### src/rtl/aes_cmd_framer.sv
// Byte-serial command framer for the AES core: parses a 4-byte header, holds the
// header fields stable for the core, and streams the payload through a small FIFO.
module aes_cmd_framer #(
  parameter int PAYLOAD_BYTES = 16,
  parameter int FIFO_DEPTH    = 4
) (
  input  logic        clk,
  input  logic        rst,
  input  logic [7:0]  in_data,
  input  logic        in_valid,
  output logic        in_ready,
  output logic [1:0]  hdr_opcode,
  output logic [1:0]  hdr_source_id,
  output logic [1:0]  hdr_dest_id,
  output logic        hdr_encdec,
  output logic [23:0] hdr_addr,
  output logic        hdr_valid,
  output logic [7:0]  data_out,
  output logic        valid_out,
  input  logic        ready_out,
  output logic        frame_done,
  output logic        drop
);

  localparam int PW = $clog2(FIFO_DEPTH);
  localparam logic [PW:0] DEPTH_C = (PW+1)'(FIFO_DEPTH);
  localparam logic [7:0]  LAST_C  = 8'(PAYLOAD_BYTES);

  typedef enum logic [1:0] {S_IDLE, S_HDR, S_PAYLOAD, S_DRAIN} state_t;

  state_t        state;
  logic [1:0]    hdr_cnt;
  logic [7:0]    pay_cnt;
  logic [7:0]    mem [FIFO_DEPTH];
  logic [PW-1:0] wr_ptr;
  logic [PW-1:0] rd_ptr;
  logic [PW:0]   count;
  logic [PW:0]   count_next;
  logic          push;
  logic          pop;

  always_comb begin
    case (state)
      S_IDLE, S_HDR: in_ready = 1'b1;
      S_PAYLOAD:     in_ready = (count < DEPTH_C);
      default:       in_ready = 1'b0;
    endcase
  end

  assign push       = in_valid && in_ready && (state == S_PAYLOAD);
  assign pop        = valid_out && ready_out;
  assign count_next = count + (PW+1)'(push) - (PW+1)'(pop);
  assign valid_out  = (count != '0);
  assign data_out   = mem[rd_ptr];

  always_ff @(posedge clk) begin
    if (rst) begin
      state         <= S_IDLE;
      hdr_cnt       <= '0;
      pay_cnt       <= '0;
      wr_ptr        <= '0;
      rd_ptr        <= '0;
      count         <= '0;
      hdr_opcode    <= '0;
      hdr_source_id <= '0;
      hdr_dest_id   <= '0;
      hdr_encdec    <= 1'b0;
      hdr_addr      <= '0;
      hdr_valid     <= 1'b0;
      frame_done    <= 1'b0;
      drop          <= 1'b0;
      // Entries are cleared so data_out reads 0 straight out of reset.
      for (int i = 0; i < FIFO_DEPTH; i++) mem[i] <= '0;
    end else begin
      frame_done <= 1'b0;
      drop       <= 1'b0;
      count      <= count_next;
      if (push) begin
        mem[wr_ptr] <= in_data;
        wr_ptr      <= wr_ptr + PW'(1);
      end
      if (pop) rd_ptr <= rd_ptr + PW'(1);

      case (state)
        S_IDLE: begin
          if (in_valid) begin
            if (in_data[7]) begin
              hdr_encdec    <= in_data[6];
              hdr_dest_id   <= in_data[5:4];
              hdr_source_id <= in_data[3:2];
              hdr_opcode    <= in_data[1:0];
              hdr_cnt       <= '0;
              state         <= S_HDR;
            end else begin
              drop <= 1'b1;
            end
          end
        end
        S_HDR: begin
          if (in_valid) begin
            hdr_addr <= {hdr_addr[15:0], in_data};
            hdr_cnt  <= hdr_cnt + 2'd1;
            if (hdr_cnt == 2'd2) begin
              hdr_cnt   <= '0;
              pay_cnt   <= '0;
              hdr_valid <= 1'b1;
              state     <= S_PAYLOAD;
            end
          end
        end
        S_PAYLOAD: begin
          if (push) begin
            pay_cnt <= pay_cnt + 8'd1;
            if (pay_cnt + 8'd1 == LAST_C) state <= S_DRAIN;
          end
        end
        S_DRAIN: begin
          // Also covers entering DRAIN with an already-empty FIFO.
          if (count_next == '0) begin
            state      <= S_IDLE;
            hdr_valid  <= 1'b0;
            frame_done <= 1'b1;
            pay_cnt    <= '0;
          end
        end
        default: state <= S_IDLE;
      endcase
    end
  end

endmodule

### config.mk
export PLATFORM = sky130hd
export DESIGN_NAME = aes_cmd_framer
export DESIGN_NICKNAME = d
export VERILOG_FILES = /design/src/rtl/aes_cmd_framer.sv
export SDC_FILE = /design/constraint.sdc
export NUM_CORES = 1
export LEC_CHECK = 0
export CAP_MARGIN = 0
export CORE_MARGIN = 2
export CORE_UTILIZATION = 35
export DETAILED_ROUTE_END_ITERATION = 8
export PLACE_DENSITY = 0.57
export SLEW_MARGIN = 20
export SYNTH_ARGS = -nofsm -noshare
export SYNTH_HDL_FRONTEND = slang
export SYNTH_SLANG_ARGS = --single-unit
### constraint.sdc
create_clock -name clk -period 4.4 [get_ports clk]
set_clock_uncertainty 0.15 [all_clocks]
set_input_delay 0.44 -clock clk [delete_from_list [all_inputs] [get_ports clk]]
set_output_delay 0.44 -clock clk [all_outputs]
set_load 0.005 [all_outputs]
-- Word level (Yosys, flattened, before mapping)
Memories as Yosys holds them, arrays and structs flattened. A register that Yosys moved wholly into a read port is not among the register bits.
Cells that the tools add are included.
W data, S select, Z words.
- bits in read-only memories: 0
- RAM bits: 32
- output and inout bits: 44
- memories: 1
- register bits: 53
- bits of input ports: 12
- latch bits: 0
- word-level logic and storage cells: 91
- memory list (memory ; words ; width ; read ports ; clocked after Yosys merged registers in ; wr ports ; RTL line ; text):
    mem ; 4 ; 8 ; 1 ; 1 ; 4 ; 34 ; logic [7:0] mem [FIFO_DEPTH];
- eq/ne operators: 12
- multiplexer cells: 35
- bitwise gates (word level): 3
- $lt $le $gt $ge: 1
- divide/modulo/power cells: 0
- add/sub/neg operators: 6
- reductions and logical operators: 19
- multipliers: 0
- shifts and indexed selects: 0
- operator list (kind ; count):
    $mux W8 ; 5
    $mux W2 ; 14
    $pmux W8 S3 ; 1
    $ne A2 B2 Y1 const B ; 6
    $mux W1 ; 11
    $add A8 B1 Y8 const B ; 1
    $eq A8 B5 Y1 const B ; 1
    $pmux W2 S4 ; 1
    $reduce_and A4 Y1 ; 2
    $reduce_or A8 Y1 ; 1
    $reduce_and A7 Y1 ; 1
    $add A2 B1 Y2 const B ; 3
    $eq A2 B2 Y1 const B ; 3
    $reduce_bool A3 Y1 ; 2
    $reduce_and A5 Y1 ; 1
    $pmux W1 S2 ; 2
    $pmux W2 S2 ; 1
    $reduce_bool A2 Y1 ; 2
    $reduce_or A2 Y1 ; 2
    $add A3 B1 Y3 ; 1
    $logic_and A1 B1 Y1 ; 3
    $logic_not A3 Y1 ; 1
    $lt A3 B3 Y1 const B ; 1
    $not A1 Y1 ; 3
    7 further kinds ; 7

-- Depth between registers and ports, before layout
- depth after elaboration: 10
- mapped depth: 18
- depth with buffers taken out: 15

-- Worst setup path before layout
No wires, ideal clock.
- path kind: flip-flop to flip-flop
- start: reg state[0]
- end: reg pay_cnt[7]
- setup slack: 871 ps
- path buffers: 3
- clock period less this slack: 3529 ps
- cell stages (with the launch flop): 19
- library setup time: 70 ps
- required time: 4180 ps
- arrival: 3308 ps
- cells stage by stage: dfxtp_1 -> inv_1 -> ha_1 -> buf_2 -> nor3b_2 -> nor2_4 -> nand2_2 -> buf_6 -> ha_1 -> inv_1 -> ha_1 -> inv_1 -> fa_1 -> nor2b_1 -> a21bo_4 -> nand2_2 -> buf_6 -> or4_1 -> a21oi_1
- word-level cells in the longest chain between the ends: 10
- elaborated cells between the ends (all ways): 18
- classes of those cells: add/sub (2); eq/ne (7); mux (2); reduce/logical (7)
- RTL lines (item ; RTL line ; text):
    start: declaration ; 31 ; state_t state;
    start signal: assignment ; 58 ; state <= S_IDLE;
    start signal: assignment ; 93 ; state <= S_HDR;
    start signal: assignment ; 107 ; state <= S_PAYLOAD;
    $eq A2 B1 Y1 / $logic_not A2 Y1 (equally long branches) ; 43, 84 ;
    $reduce_or A2 Y1 ; 43 ; case (state)
    $pmux W1 S2 ; 43 ;
    $logic_and A1 B1 Y1 (2 in a row) ; 50 ; assign push = in_valid && in_ready && (state == S_PAYLOAD);
    $add A3 B1 Y3 ; 52 ; assign count_next = count + (PW+1)'(push) - (PW+1)'(pop);
    $sub A3 B1 Y3 ; 52 ;
    $logic_not A3 Y1 ; 119 ; if (count_next == '0) begin
    $ne A2 B2 Y1 (no line) ; - ;
    $reduce_and A5 Y1 (no line) ; - ;
    end signal: assignment ; 113 ; pay_cnt <= pay_cnt + 8'd1;
    end: declaration ; 33 ; logic [7:0] pay_cnt;
Parallel ways exist; a longest one is shown, timed or not.
A chain may end at the register's enable or synchronous reset.

-- Worst setup path in the final report
Ends and elaborated chain as after synthesis.

==> impl_metrics.tcl <==
set metrics [dict create \
    grt_pass1_vias 2593 \
    status "finished, final reports clean" \
    layout_min_cycle_time_ns 3.832 \
    drive_gt1_frac 0.09579 \
    setup_ws_ns 0.5679 \
    synth_edf_count 32 \
    gp_congestion 0.8822 \
    yosys.area.top_type "dfxtp_1" \
    avgSynthCellArea_um2 10.33 \
    drt_pass1_iterations 4 \
    grt_util_met2 0.2268 \
    ant_nets 0 \
    die_h_um 108.8 \
    drcViolationCount 0 \
    hold_buffers 0 \
    top_usage_layer "met2" \
    critPathKind "reg2reg" \
    viasPerCell 4.884 \
    cap_violations 0 \
    vdd_drop_max_uv 172.5 \
    timing.hold.ws_ns 0.3076 \
    dieArea_um2 11830 \
    antenna_found_initial 0 \
    htreeDepth 3 \
    grt_max_degree 40 \
    worst_pin_slew_ns 0.9434 \
    netlist_area_um2 3841 \
    critPathMaxFanout 12 \
    clkTransAtPathRegs_ns 0.09 \
    seqCellArea_um2 2062 \
    fin_nets 443 \
    nFillCells 1026 \
    clockBufferDepth 2 \
    cts_tree "built" \
    hpwl_um 5783 \
    synth_top_area_share 0.2866 \
    synth-main-ff-cell "dfxtp_1" \
    vias 2774 \
    pre_cts_slack_ns 0.3678 \
    seq_area_frac_synth 0.5368 \
    critical_path_arrival_ns 3.98 \
    syn-num-nets 392 \
    grtUsageMet3 0.03825 \
    rsz0062_at_grt "false" \
    met1_usage 0.2129 \
    synthTopCellsByArea "dfxtp_1, edfxtp_1, nand2_1" \
    finalHoldViolations 0 \
    syn2layout_area_growth_pct 22.48 \
    start_util 0.3559 \
    cts-root-buf "clkbuf_8" \
    fin_crit_sh 0.8709 \
    synth_cells 372 \
    wl_per_cell_um 15.04 \
    core-area_um2 10790 \
    p_total_w 0.002116 \
    grt_pass1_wl_um 13790 \
    numPortBuffers 55 \
    setup_viol 0 \
    first_iter_violations 118 \
    p_leak_nw 1.647 \
    post_cts_buffers 0 \
    drt-total-wl_um 8544 \
    async_flop_share 0 \
    die_w_um 108.8 \
    multi_input_area_um2 1645 \
    fmax_mhz 261.0 \
    cts_inserted_buffers 9 \
    slew_headroom 0.3710 \
    tns_ns 0 \
    placementRows 38 \
    clock_latency_ns 0.37 \
    grt_remaining_overflow 0 \
    critical_path.endpoint_type "flip-flop" \
    drv_slew 0 \
    ys_ff_latch 87 \
    cts.sinks 87 \
    cts_repair_resize_count 0 \
    diodes 0 \
    synth_cell_type_count 53 \
    cp-start-kind "flip-flop" \
    yosysWarnings 0 \
    critical_path_required_ns 4.54 \
    min_path_type "reg2reg" \
    grt_usage 0.1537 \
    power_density_nw_per_um2 449.8 \
    io_pins 56 \
]
kinds of logic (layout without fill, tap and decap cells):
family,Yosys count,count (layout),synth area share
xor gates and xnor gates,6,6,0.01759
buffers and inverters,30,86,0.03485
AOI/OAI and AO/OA,61,61,0.09284
DFF,87,87,0.5368
adders and majority gates,8,8,0.02801
muxes,16,16,0.06775
and+or+nand+nor,164,164,0.2221
registers in the layout, summed over array words and instances (netlist names), 3 cells and up, named ones only:
register  count
mem          32
hdr_addr     24
pay_cnt       8
count         3
stage by stage:
| stage | area, um2 | cells | utilization |
|---|---|---|---|
| 3_5_place_dp | 4503 | 552 | 0.4172 |
| 6_report | 4705 | 568 | 0.4359 |
| 3_3_place_gp | 4503 | 552 | 0.4172 |
| 5_1_grt | 4705 | 568 | 0.4359 |
| 2_1_floorplan | 3841 | 372 | - |
| 4_1_cts | 4705 | 568 | 0.4359 |
placed cells by master, fill, tap and decap left out, drive strengths merged, types with 2 or more instances in the layout:
cell type and instances:
clkbuf 13, inv 10, nand3 6, nor2b 3
mux4 8, or4 4, nor4 2, clkdlybuf4s50 54
or3 4, nand4 2, buf 6, xor2 2
nand3b 3, mux2i 8, nor3b 2, nor2 26
o21ai 9, or2 2, dfxtp 55, and2 34
a21oi 41, xnor2 3, nand2 64, nand2b 4
ha 7, edfxtp 32, nor3 3
critical path, stage by stage, from the launching register on:
cell	delay, ns
dfxtp_1	0.41
inv_1	0.08
ha_1	0.30
nor3b_2	0.36
nor2_4	0.12
nand2_2	0.23
ha_1	0.27
inv_1	0.05
ha_1	0.13
inv_1	0.05
fa_1	0.52
nor2b_1	0.20
a21bo_4	0.18
nand2_2	0.13
or4_1	0.42
a21oi_1	0.16
final timing paths:
| kind | slack [ns] | end | depth (start not counted) | from |
|---|---|---|---|---|
| max reg2reg | 0.57 | pay_cnt[7] | 15 | state[0] |
| min | 0.31 | hdr_addr[18] | 2 | hdr_addr[18] |
| min reg2reg | 0.31 | hdr_addr[18] | 2 | hdr_addr[18] |
| max | 0.57 | pay_cnt[7] | 15 | state[0] |
power by group:
group          internal, W  switching, W
Sequential        0.000902     0.0000672
Combinational     0.000293      0.000273
Clock             0.000293      0.000287
cell usage after synthesis, types with 2 or more instances:
cell,n
xor2_1,2
or3_1,4
mux4_2,8
buf_2,5
nand4_1,2
nor2b_1,3
nand2_2,2
ha_1,7
edfxtp_1,32
o21ai_0,8
buf_1,2
clkbuf_1,11
nor2_1,25
nand3b_1,3
dfxtp_1,55
a21oi_1,40
mux2i_1,8
or4_1,4
nand2_1,62
and2_1,34
or2_2,2
buf_6,2
nand3_1,6
nor3_1,2
xnor2_1,3
inv_1,10
nand2b_1,4
metal layers:
metal  part of all wire  up-vias
li1                   -     1385
met4              0.016        0
met2               0.45       55
met3              0.043       10
met5                  0        -
met1               0.49     1324
final cells by class:
cell class / instances / share of cell area
clock inverter: 3 / 0.009043
inverter: 10 / 0.007979
multi-input combinational: 255 / 0.3497
timing repair buffer: 60 / 0.1239
tap: 140 / 0.03723
sequential: 87 / 0.4383
clock buffer: 13 / 0.03378
Power figures use the tool's default switching activity.
